`src/rtl/envelope_generator.sv`:
```
// Linear ADSR envelope generator feeding the amplifier Amplitude input.
// Advances one segment step per Env_ce tick, gated by the note Gate.
module envelope_generator #(
  parameter int unsigned MAX_LEVEL = 32767,
  parameter int unsigned STEP_W    = 16
) (
  input  logic              Sys_clk,
  input  logic              Env_rst_n,
  input  logic              Env_ce,
  input  logic              Gate,
  input  logic [STEP_W-1:0] Attack_step,
  input  logic [STEP_W-1:0] Decay_step,
  input  logic [STEP_W-1:0] Sustain_level,
  input  logic [STEP_W-1:0] Release_step,
  output logic [31:0]       Amplitude,
  output logic [2:0]        Env_state,
  output logic              Env_active,
  output logic              Env_done
);

  localparam int unsigned LVL_W   = 16;
  localparam int unsigned ARITH_W = 17;

  localparam logic [2:0] IDLE    = 3'd0;
  localparam logic [2:0] ATTACK  = 3'd1;
  localparam logic [2:0] DECAY   = 3'd2;
  localparam logic [2:0] SUSTAIN = 3'd3;
  localparam logic [2:0] RELEASE = 3'd4;

  logic [2:0]         state;
  logic [2:0]         state_nxt;
  logic [LVL_W-1:0]   level;
  logic [LVL_W-1:0]   level_nxt;
  logic               gate_prev;
  logic               done;
  logic               done_nxt;
  logic               active;

  logic               rise;
  logic [ARITH_W-1:0] max17;
  logic [ARITH_W-1:0] lvl17;
  logic [ARITH_W-1:0] att17;
  logic [ARITH_W-1:0] dec17;
  logic [ARITH_W-1:0] rel17;
  logic [ARITH_W-1:0] sus17;
  logic [ARITH_W-1:0] s17;
  logic [ARITH_W-1:0] sum17;
  logic               attack_full;
  logic               decay_end;
  logic               release_end;

  // Segment arithmetic in 17 bits so sums and comparisons never wrap.
  assign rise        = Gate & ~gate_prev;
  assign max17       = ARITH_W'(MAX_LEVEL);
  assign lvl17       = ARITH_W'(level);
  assign att17       = ARITH_W'(Attack_step);
  assign dec17       = ARITH_W'(Decay_step);
  assign rel17       = ARITH_W'(Release_step);
  assign sus17       = ARITH_W'(Sustain_level);
  assign s17         = (sus17 > max17) ? max17 : sus17;
  assign sum17       = lvl17 + att17;
  assign attack_full = (sum17 >= max17) || (att17 == '0);
  assign decay_end   = (lvl17 <= s17 + dec17) || (dec17 == '0);
  assign release_end = (lvl17 <= rel17) || (rel17 == '0);

  // State and output registers; ce low freezes everything but the done pulse.
  always_ff @(posedge Sys_clk) begin
    if (!Env_rst_n) begin
      state     <= IDLE;
      level     <= '0;
      gate_prev <= 1'b0;
      done      <= 1'b0;
      active    <= 1'b0;
    end else if (!Env_ce) begin
      done      <= 1'b0;
    end else begin
      state     <= state_nxt;
      level     <= level_nxt;
      gate_prev <= Gate;
      done      <= done_nxt;
      active    <= (state_nxt != IDLE);
    end
  end

  // Next-state: a gate edge outranks segment completion.
  always_comb begin
    state_nxt = state;
    if (rise) begin
      state_nxt = ATTACK;
    end else begin
      case (state)
        IDLE:    state_nxt = IDLE;
        ATTACK:  if (!Gate) state_nxt = RELEASE;
                 else if (attack_full) state_nxt = DECAY;
        DECAY:   if (!Gate) state_nxt = RELEASE;
                 else if (decay_end) state_nxt = SUSTAIN;
        SUSTAIN: if (!Gate) state_nxt = RELEASE;
        RELEASE: if (release_end) state_nxt = IDLE;
        default: state_nxt = IDLE;
      endcase
    end
  end

  // Next level and done: edge ticks hold the level so retriggers never snap to 0.
  always_comb begin
    level_nxt = level;
    done_nxt  = 1'b0;
    if (!rise) begin
      case (state)
        IDLE:    level_nxt = '0;
        ATTACK:  if (Gate) level_nxt = attack_full ? LVL_W'(max17) : LVL_W'(sum17);
        DECAY:   if (Gate) level_nxt = decay_end ? LVL_W'(s17) : LVL_W'(lvl17 - dec17);
        SUSTAIN: if (Gate) level_nxt = LVL_W'(s17);
        RELEASE: begin
          if (release_end) begin
            level_nxt = '0;
            done_nxt  = 1'b1;
          end else begin
            level_nxt = LVL_W'(lvl17 - rel17);
          end
        end
        default: level_nxt = '0;
      endcase
    end
  end

  assign Amplitude  = 32'(level);
  assign Env_state  = state;
  assign Env_active = active;
  assign Env_done   = done;

endmodule
```
`config.mk`:
```
export PLATFORM = sky130hd
export DESIGN_NAME = envelope_generator
export DESIGN_NICKNAME = d
export VERILOG_FILES = /design/src/rtl/envelope_generator.sv
export SDC_FILE = /design/constraint.sdc
export NUM_CORES = 1
export LEC_CHECK = 0
export ABC_AREA = 1
export BUFFER_PORTS_ARGS = -buffer_cell sky130_fd_sc_hd__buf_4
export CAP_MARGIN = 20
export CORE_MARGIN = 1
export CORE_UTILIZATION = 25
export CTS_CLUSTER_DIAMETER = 150
export DETAILED_ROUTE_END_ITERATION = 8
export SLEW_MARGIN = 5
export SYNTH_ARGS = -nofsm -noshare
export SYNTH_HDL_FRONTEND = slang
export SYNTH_SLANG_ARGS = --single-unit
```
`constraint.sdc`:
```
create_clock -name Sys_clk -period 4 [get_ports Sys_clk]
set_input_delay 0.8 -clock Sys_clk [delete_from_list [all_inputs] [get_ports Sys_clk]]
set_output_delay 0.8 -clock Sys_clk [all_outputs]
set_load 0.01 [all_outputs]
```
==> qor.csv, run 1 <==
stage,metric,value,unit
timing,Worst Tran Pin Value,1120,ps
layout,Diodes inserted,0,
route,DR pass1 iterations,5,
placed_design,RePlAce Congestion,0.988,
flow_run,Max-Cap Viols,0,
timing,RSZ-0062 raised after global routing,yes,
worst_setup_path,CP startpoint,Sustain_level[15],
synthesis,Mapped Area,5500,sq um
synthesis,largest cells by area after synthesis,"nand2_1 (19%), ha_1 (18%), inv_1 (9.1%), dfxtp_1 (8.0%), a21oi_1 (7.4%)",
die,core area,21300,sq um
synthesis,commonest cells in the netlist,"nand2_1 (277), inv_1 (134), a21oi_1 (81), ha_1 (81), nor2_1 (59)",
outcome,status,"finished, final reports clean",
worst_setup_path,critical path class,primary input to register,
timing,Final min period,3900,ps
route,post-route antenna net violation count,0,
synthesis,Post-synth top flop,dfxtp_1,
layout,filler-free cell count of the finished design,1342,
synthesis,leading area contributor after synthesis,nand2_1,
pwr,Flop pwr share,19.0,%
clock_network,H-tree Lvls,1,
pwr,Peak VDD IR,0.165,mV
placed_design,I/O Buffers,88,
placed_design,Post-DP HPWL,16800,microns
die,Initial Utilization,25.8,%
worst_hold_path,hold_sp,gate_prev,
synthesis,register area share after synthesis,8.01,%
layout,Layout Utilization,34.2,%
die,die area,22600,sq um
clock_network,Worst-path clk slew,60,ps
worst_setup_path,Reg2Reg Launch Point,level[10],
timing,Max Clock Freq,256,MHz
clock_network,CTS tree,built,
clock_network,Root Buffer,clkbuf_16,
grt,antenna violations before repair,0,
die,I/O pin total,105,
pwr,sw frac,43.1,%
placed_design,placed insts,1329,
clock_network,clk sinks,22,
die,die height,150,microns
pwr,leakage,0.00391,uW
grt,Congestion Overflow GR,0,
pwr,Clock power frac,21.4,%
timing,WHS,520,ps
synthesis,Cells after Synth,934,
pwr,cell-internal power,779,uW
route,DR vias/cell,4.78,
synthesis,Synth cell types,44,
grt,global-route usage over all layers,17.6,%
layout,share of cells above drive strength 1,22.0,%
synthesis,"count leader, synth",nand2_1,
timing,Fin Clk Skew,2.56,ps
timing,Final period util,97.6,%
clock_network,clock latency on the worst-skew pair,270,ps
synthesis,Yosys reg bits,22,
pwr,PwrDens,188,nW/um^2
synthesis,Post-synth EDFFs,0,
timing,Final Hold Fails,0,
die,Site Rows,53,
route,initial drt markers,520,
timing,max-slew violation total from the final report,0,
worst_hold_path,Hold Path Class,register to register,
pwr,Comb power frac,59.6,%
route,Detailed Route WL,20400,microns
worst_setup_path,worst-path fanout max,5,
die,die extent in x,150,microns
route,drc violations,0,
timing,# setup viols final,0,
route,Avg WL per Cell,15.2,microns
route,total number of vias,6420,
pwr,NetSw,590,uW
worst_setup_path,Worst setup EP type,register,
synthesis,share of the synthesized area in the top cell type,18.9,%
synthesis,Yosys warnings,0,
worst_setup_path,Worst EP arrival,4040,ps
grt,global-route wire length before repair,30900,microns
grt,vias in the first global route,5865,
clock_network,CTS buffer count,3,
clock_network,buffer depth of the longest clock path,2,
synthesis,async set-reset flop share out of synthesis,0,%
clock_network,Post-CTS Hold Buffers,0,
worst_setup_path,critical path startpoint category,primary input,
timing,Slew HR,25.1,%
layout,Layout area overhead,32.2,%
grt,largest net degree at the start of global routing,18,
worst_setup_path,worst path required time,4140,ps
layout,Layout Nets,1221,
synthesis,synthesized area per cell,5.89,sq um
==> cells by family (layout without fill, tap and decap cells) <==
logic type | count (synthesis) | in the layout | synth area share [%]
AND/OR/NAND/NOR | 474 | 475 | 37.9
buffers and inverters | 165 | 281 | 12.7
AO/OA/AOI/OAI | 148 | 148 | 15.2
flip-flops | 22 | 22 | 8.01
other | 1 | 17 | 0.0682
adder cells (fa/ha/maj) | 85 | 85 | 19.9
XOR/XNOR | 39 | 39 | 6.21
==> state kept, by name, indices dropped and copies added (netlist names) <==
| signal | count |
|---|---|
| level | 16 |
| Env_state | 3 |
| Env_active | 1 |
| Env_done | 1 |
| gate_prev | 1 |
==> metal layers <==
metal	global-route usage, %	up-vias	share of wire, %
li1	-	3305	-
met1	25.0	2909	48
met2	28.2	192	44
met3	2.67	14	6.0
met4	2.88	0	1.1
met5	0	-	0
==> final timing paths <==
check,to,slack (ps),cells past startpoint
worst max-delay path,level[9],100,26
worst max register to register,level[14],1150,13
worst min-delay path,gate_prev,520,2
worst min register to register,gate_prev,520,2
==> final cells by class <==
class | instances | area (sq um)
Clock buffer | 3 | 75.1
Clock inverter | 1 | 30.0
Fill cell | 2371 | 14000
Inverter | 139 | 526
Multi-Input combinational cell | 764 | 4780
Sequential cell | 22 | 440
Tap cell | 275 | 344
Timing Repair Buffer | 138 | 1080
==> what timing repair did <==
| item | 4_1_cts | 5_1_grt |
|---|---|---|
| setup endpoints to repair | 18 | 18 |
| pin swaps | 0 | 31 |
| gates resized for setup | 4 | 64 |
| endpoints found under the hold margin | 0 | 0 |
| buffers inserted | 0 | 7 |
| gates cloned | 0 | 2 |
==> power groups by stage <==
stage	logic [uW]	registers (uW)	clock network [uW]
global placement	733	265	0
detailed placement	738	265	0
CTS	746	260	293
finish	815	260	294
global route	907	261	304
floorplan	492	252	0
==> cells in the final DEF (no fill, tap or decap), types with 4 or more instances in the layout <==
cell type | synthesis | layout
or2_4 | 0 | 4
xnor2_1 | 12 | 12
conb_1 | 1 | 17
ha_4 | 0 | 9
nand3b_1 | 8 | 8
dfxtp_1 | 22 | 22
buf_4 | 16 | 133
xor2_1 | 27 | 27
o21ai_0 | 30 | 27
nand2_1 | 277 | 271
a31oi_1 | 7 | 4
inv_1 | 134 | 132
clkbuf_16 | 0 | 4
nand3_2 | 3 | 8
ha_1 | 81 | 71
nor2_4 | 2 | 4
nand4_1 | 22 | 22
nor2_1 | 59 | 55
nor2_2 | 3 | 5
nor3_1 | 7 | 6
inv_2 | 3 | 4
or2_2 | 13 | 9
nor4_1 | 9 | 9
a21oi_1 | 81 | 67
a21oi_2 | 3 | 17
a21o_1 | 8 | 8
nand3_1 | 57 | 52
nand2_2 | 9 | 11
==> stage by stage <==
step / worst slack, ps / cell area [sq um] / setup TNS, ps / total power [uW]
floorplan: -4.75 / 5610 / -11.7 / 744
global placement: -222 / 6750 / -3250 / 998
detailed placement: -366 / 6750 / -6030 / 1000
CTS: -8.53 / 6880 / -23.8 / 1300
global route: -130 / 7270 / -1300 / 1470
finish: 95.4 / 7270 / 0 / 1370
==> critical path, stage by stage <==
cell and delay, ps:
clkbuf_16 140, or2_4 250, ha_4 220, a21o_1 170
a31oi_4 180, inv_2 60, nand3_2 70, nand3_2 90
nand3_2 80, nand2_2 60, nand2_1 60, nand2_1 70
a21oi_2 150, xor2_1 150, ha_1 260, and3_4 190
nand4_1 80, nand3_2 90, a21oi_4 190, nand2_4 140
nand2_8 130, o21ai_0 110, o21ai_0 110, nand2_1 80
nand2_1 60, a21oi_1 50
Power figures use the tool's default switching activity.
==> inputs of run 2 (changes only) <==
Settings changed: ABC_AREA 1 to 0.
==> run 2 against run 1 <==
Against the previous run:
- the run now ends with negative setup slack left
- hold slack better by 50 ps
- sequential cell count unchanged
- area after synthesis decreased by 8.9%
- critical path type unchanged
==> qor.csv, run 2 <==
stage,metric,value,unit,change
placed_design,I/O Buffers,88,,unchanged
layout,most frequent cells in the layout,"buf_4 (170), ha_1 (76), o21ai_0 (50)",,
worst_setup_path,Worst path slowest cell,or3_4,,
worst_setup_path,worst path required time,4140,ps,about the same
synthesis,Yosys reg bits,22,,unchanged
synthesis,share of the synthesized area in the top cell type,20.2,%,+1.3 points
clock_network,Root Buffer,clkbuf_16,,
pwr,Peak VDD IR,0.123,mV,-26%
synthesis,Post-synth top flop,dfxtp_1,,
die,die area,20600,sq um,-8.8%
die,Initial Utilization,25.7,%,-0.18 points
synthesis,"count leader, synth",ha_1,,
placed_design,Post-DP HPWL,14600,microns,-13%
synthesis,Synth Area in Compound Gates,33.1,%,+18 points
worst_setup_path,critical path class,primary input to register,,
pwr,PwrDens,142,nW/um^2,-25%
worst_setup_path,CP dominant cell by count,a21oi_2,,
worst_setup_path,worst-path fanout max,5,,unchanged
clock_network,CTS buffer count,3,,unchanged
timing,Final min period,4760,ps,+853 ps
layout,Layout area overhead,36.4,%,
route,Avg WL per Cell,15.5,microns,+1.7%
synthesis,Adder-Cell Fraction of Synth Area,21.8,%,+1.9 points
flow_run,Max-Cap Viols,0,,unchanged
layout,Layout Nets,989,,-19%
outcome,failing checks,negative setup slack,,
grt,vias in the first global route,5198,,-11%
placed_design,placed insts,1088,,-18%
clock_network,H-tree Lvls,1,,unchanged
die,I/O pin total,105,,unchanged
pwr,leakage,0.00331,uW,-15%
synthesis,Synth cell types,60,,+36%
clock_network,Post-CTS Hold Buffers,0,,unchanged
synthesis,largest family of logic cells by synthesized area,compound AO/OA/AOI/OAI gates,,
die,die height,144,microns,-4.5%
synthesis,Cells after Synth,670,,-28%
route,post-route antenna net violation count,0,,unchanged
grt,global-route wire length before repair,26800,microns,-13%
layout,Diodes inserted,0,,unchanged
timing,max-slew violation total from the final report,0,,unchanged
die,Site Rows,51,,-3.8%
worst_setup_path,Worst EP arrival,4900,ps,+860 ps
die,core area,19500,sq um,-8.3%
worst_setup_path,CP max stage delay,380,ps,+120 ps
timing,RSZ-0062 raised after global routing,yes,,
grt,antenna violations before repair,0,,unchanged
timing,Slew HR,53.2,%,+28 points
placed_design,RePlAce Congestion,0.892,,-9.7%
clock_network,clock latency on the worst-skew pair,260,ps,about the same
grt,Congestion Overflow GR,0,,unchanged
synthesis,largest cells by area after synthesis,"ha_1 (20%), dfxtp_1 (8.8%), a21oi_1 (5.4%), o21ai_0 (5.4%), a21o_1 (5.1%)",,
timing,Worst Tran Pin Value,694,ps,-426 ps
clock_network,clk sinks,22,,unchanged
worst_setup_path,critical path startpoint category,primary input,,
layout,filler-free cell count of the finished design,1099,,-18%
layout,Top reg by flops,level,,
synthesis,leading area contributor after synthesis,ha_1,,
clock_network,CTS tree,built,,
route,drc violations,0,,unchanged
layout,Layout Utilization,35.0,%,+0.82 points
clock_network,Worst-path clk slew,60,ps,about the same
timing,Final Hold Fails,0,,unchanged
layout,share of cells above drive strength 1,27.6,%,+5.6 points
worst_setup_path,crit path cell chain,bufbuf_16 > or2_2 > ha_1 > or3_4 > o211ai_1 > a21oi_2 > a21o_1 > a21oi_2 > xor2_1 > ha_1 > nand4_1 > or3_4 > a21oi_2 > o31ai_1 > a311o_1 > nor2_4 > mux2_4 > a221oi_2 > a21oi_1,,
synthesis,synthesized area per cell,7.48,sq um,+27%
timing,# setup viols final,18,,+18
timing,final setup margin,-757,ps,-853 ps
synthesis,Post-synth EDFFs,0,,unchanged
timing,Fin Clk Skew,2.90,ps,+0.339 ps
synthesis,async set-reset flop share out of synthesis,0,%,unchanged
route,DR vias/cell,4.96,,+3.7%
worst_hold_path,Hold Path Class,register to register,,
synthesis,Mapped Area,5010,sq um,-8.9%
grt,global-route usage over all layers,16.6,%,-0.97 points
synthesis,Yosys warnings,0,,unchanged
synthesis,commonest cells in the netlist,"ha_1 (81), a21oi_1 (54), o21ai_0 (54), inv_1 (48), nand2_1 (35)",,
timing,Max Clock Freq,210,MHz,-18%
synthesis,simple-gate area share of the yosys netlist,19.4,%,-19 points
layout,Fillers,2121,,-11%
die,die extent in x,144,microns,-4.5%
clock_network,buffer depth of the longest clock path,2,,unchanged
synthesis,post-synthesis mux area share,1.05,%,+1.0 points
layout,max reg flops,16,,unchanged
worst_setup_path,Worst setup EP type,register,,
layout,"commonest non-fill, non-tap cell in the layout",buf_4,,
route,initial drt markers,285,,-45%
synthesis,Synth Area in XOR/XNOR,8.39,%,+2.2 points
grt,largest net degree at the start of global routing,25,,+7
route,total number of vias,5452,,-15%
route,Detailed Route WL,17000,microns,-17%
outcome,status,finished with violations,,
synthesis,register area share after synthesis,8.79,%,+0.78 points
timing,Final period util,119,%,+21 points
route,DR pass1 iterations,5,,unchanged
## run 2: cell types whose count changed after synthesis, moves of 26 or more
cell	change
nor2_1	-34
nand3_1	-48
a21o_1	+26
inv_1	-86
nand2_1	-242
a21oi_1	-27
## run 2: routing by layer
layer | wire, microns | global-route usage (%) | up-vias | share of wire [%]
met4 | 233 | 2.52 | 0 | 1.4
li1 | - | - | 2810 | -
met1 | 7920 | 21.8 | 2510 | 47
met5 | 0 | 0 | - | 0
met2 | 8090 | 29.3 | 118 | 48
met3 | 771 | 2.37 | 14 | 4.5
## run 2: cell type report
type	count	area (sq um)	area share (%)
clock buffers	3	75.1	1.10
repair buffers	176	1380	20.2
flip-flops and latches	22	440	6.45
multi-input cells	585	4420	64.7
well taps	265	332	4.85
inverters	48	180	2.64
## run 2: path summary, 6_finish.rpt
kind,end,from,slack (ps),depth (start not counted)
worst max-delay path,level[5],Sustain_level[15],-760,19
worst min-delay path,Env_active,Env_active,570,2
worst max register to register,Env_active,level[0],440,13
worst min register to register,Env_active,Env_active,570,2
## run 2: worst max-delay path, delay by kind of cell
kind,cells,cell delay (ps)
buf+inv,1,240
simple gates,5,1360
xor+xnor,1,80
mux,1,320
fa+ha+maj,2,510
compound gates,9,1580
## run 2: kinds of logic (layout without fill, tap and decap cells)
family	count (synthesis)	after routing
flip-flops	22	22
other	1	17
AND/OR/NAND/NOR	180	180
adder cells (fa/ha/maj)	85	85
AO/OA/AOI/OAI	250	250
XOR/XNOR	48	48
buffers and inverters	79	227
multiplexers	5	5
## run 2: what timing repair did
action | CTS | global route
endpoints found under the setup margin | 18 | 18
resized for setup | 12 | 9
pin swaps | 12 | 12
setup buffers | 5 | 2
cloned | 1 | 0
## run 2: report_power, final
| group | total (uW) | leakage [uW] | internal (uW) | switching, uW |
|---|---|---|---|---|
| clock | 216 | 0.0000370 | 132 | 83.8 |
| sequential | 228 | 0.000178 | 222 | 5.73 |
| combinational | 523 | 0.00309 | 267 | 256 |
## run 2: through the flow
| step | cell area, sq um | worst slack, ps | hold slack, ps | setup TNS, ps | power (uW) |
|---|---|---|---|---|---|
| floorplan | 5180 | -790 | 540 | -10510 | 526 |
| global placement | 6580 | -997 | 545 | -16450 | 726 |
| detailed placement | 6580 | -1120 | 550 | -18380 | 729 |
| CTS | 6780 | -749 | 566 | -12010 | 963 |
| global route | 6830 | -1000 | 610 | -16050 | 1030 |
| finish | 6830 | -757 | 570 | -11450 | 967 |
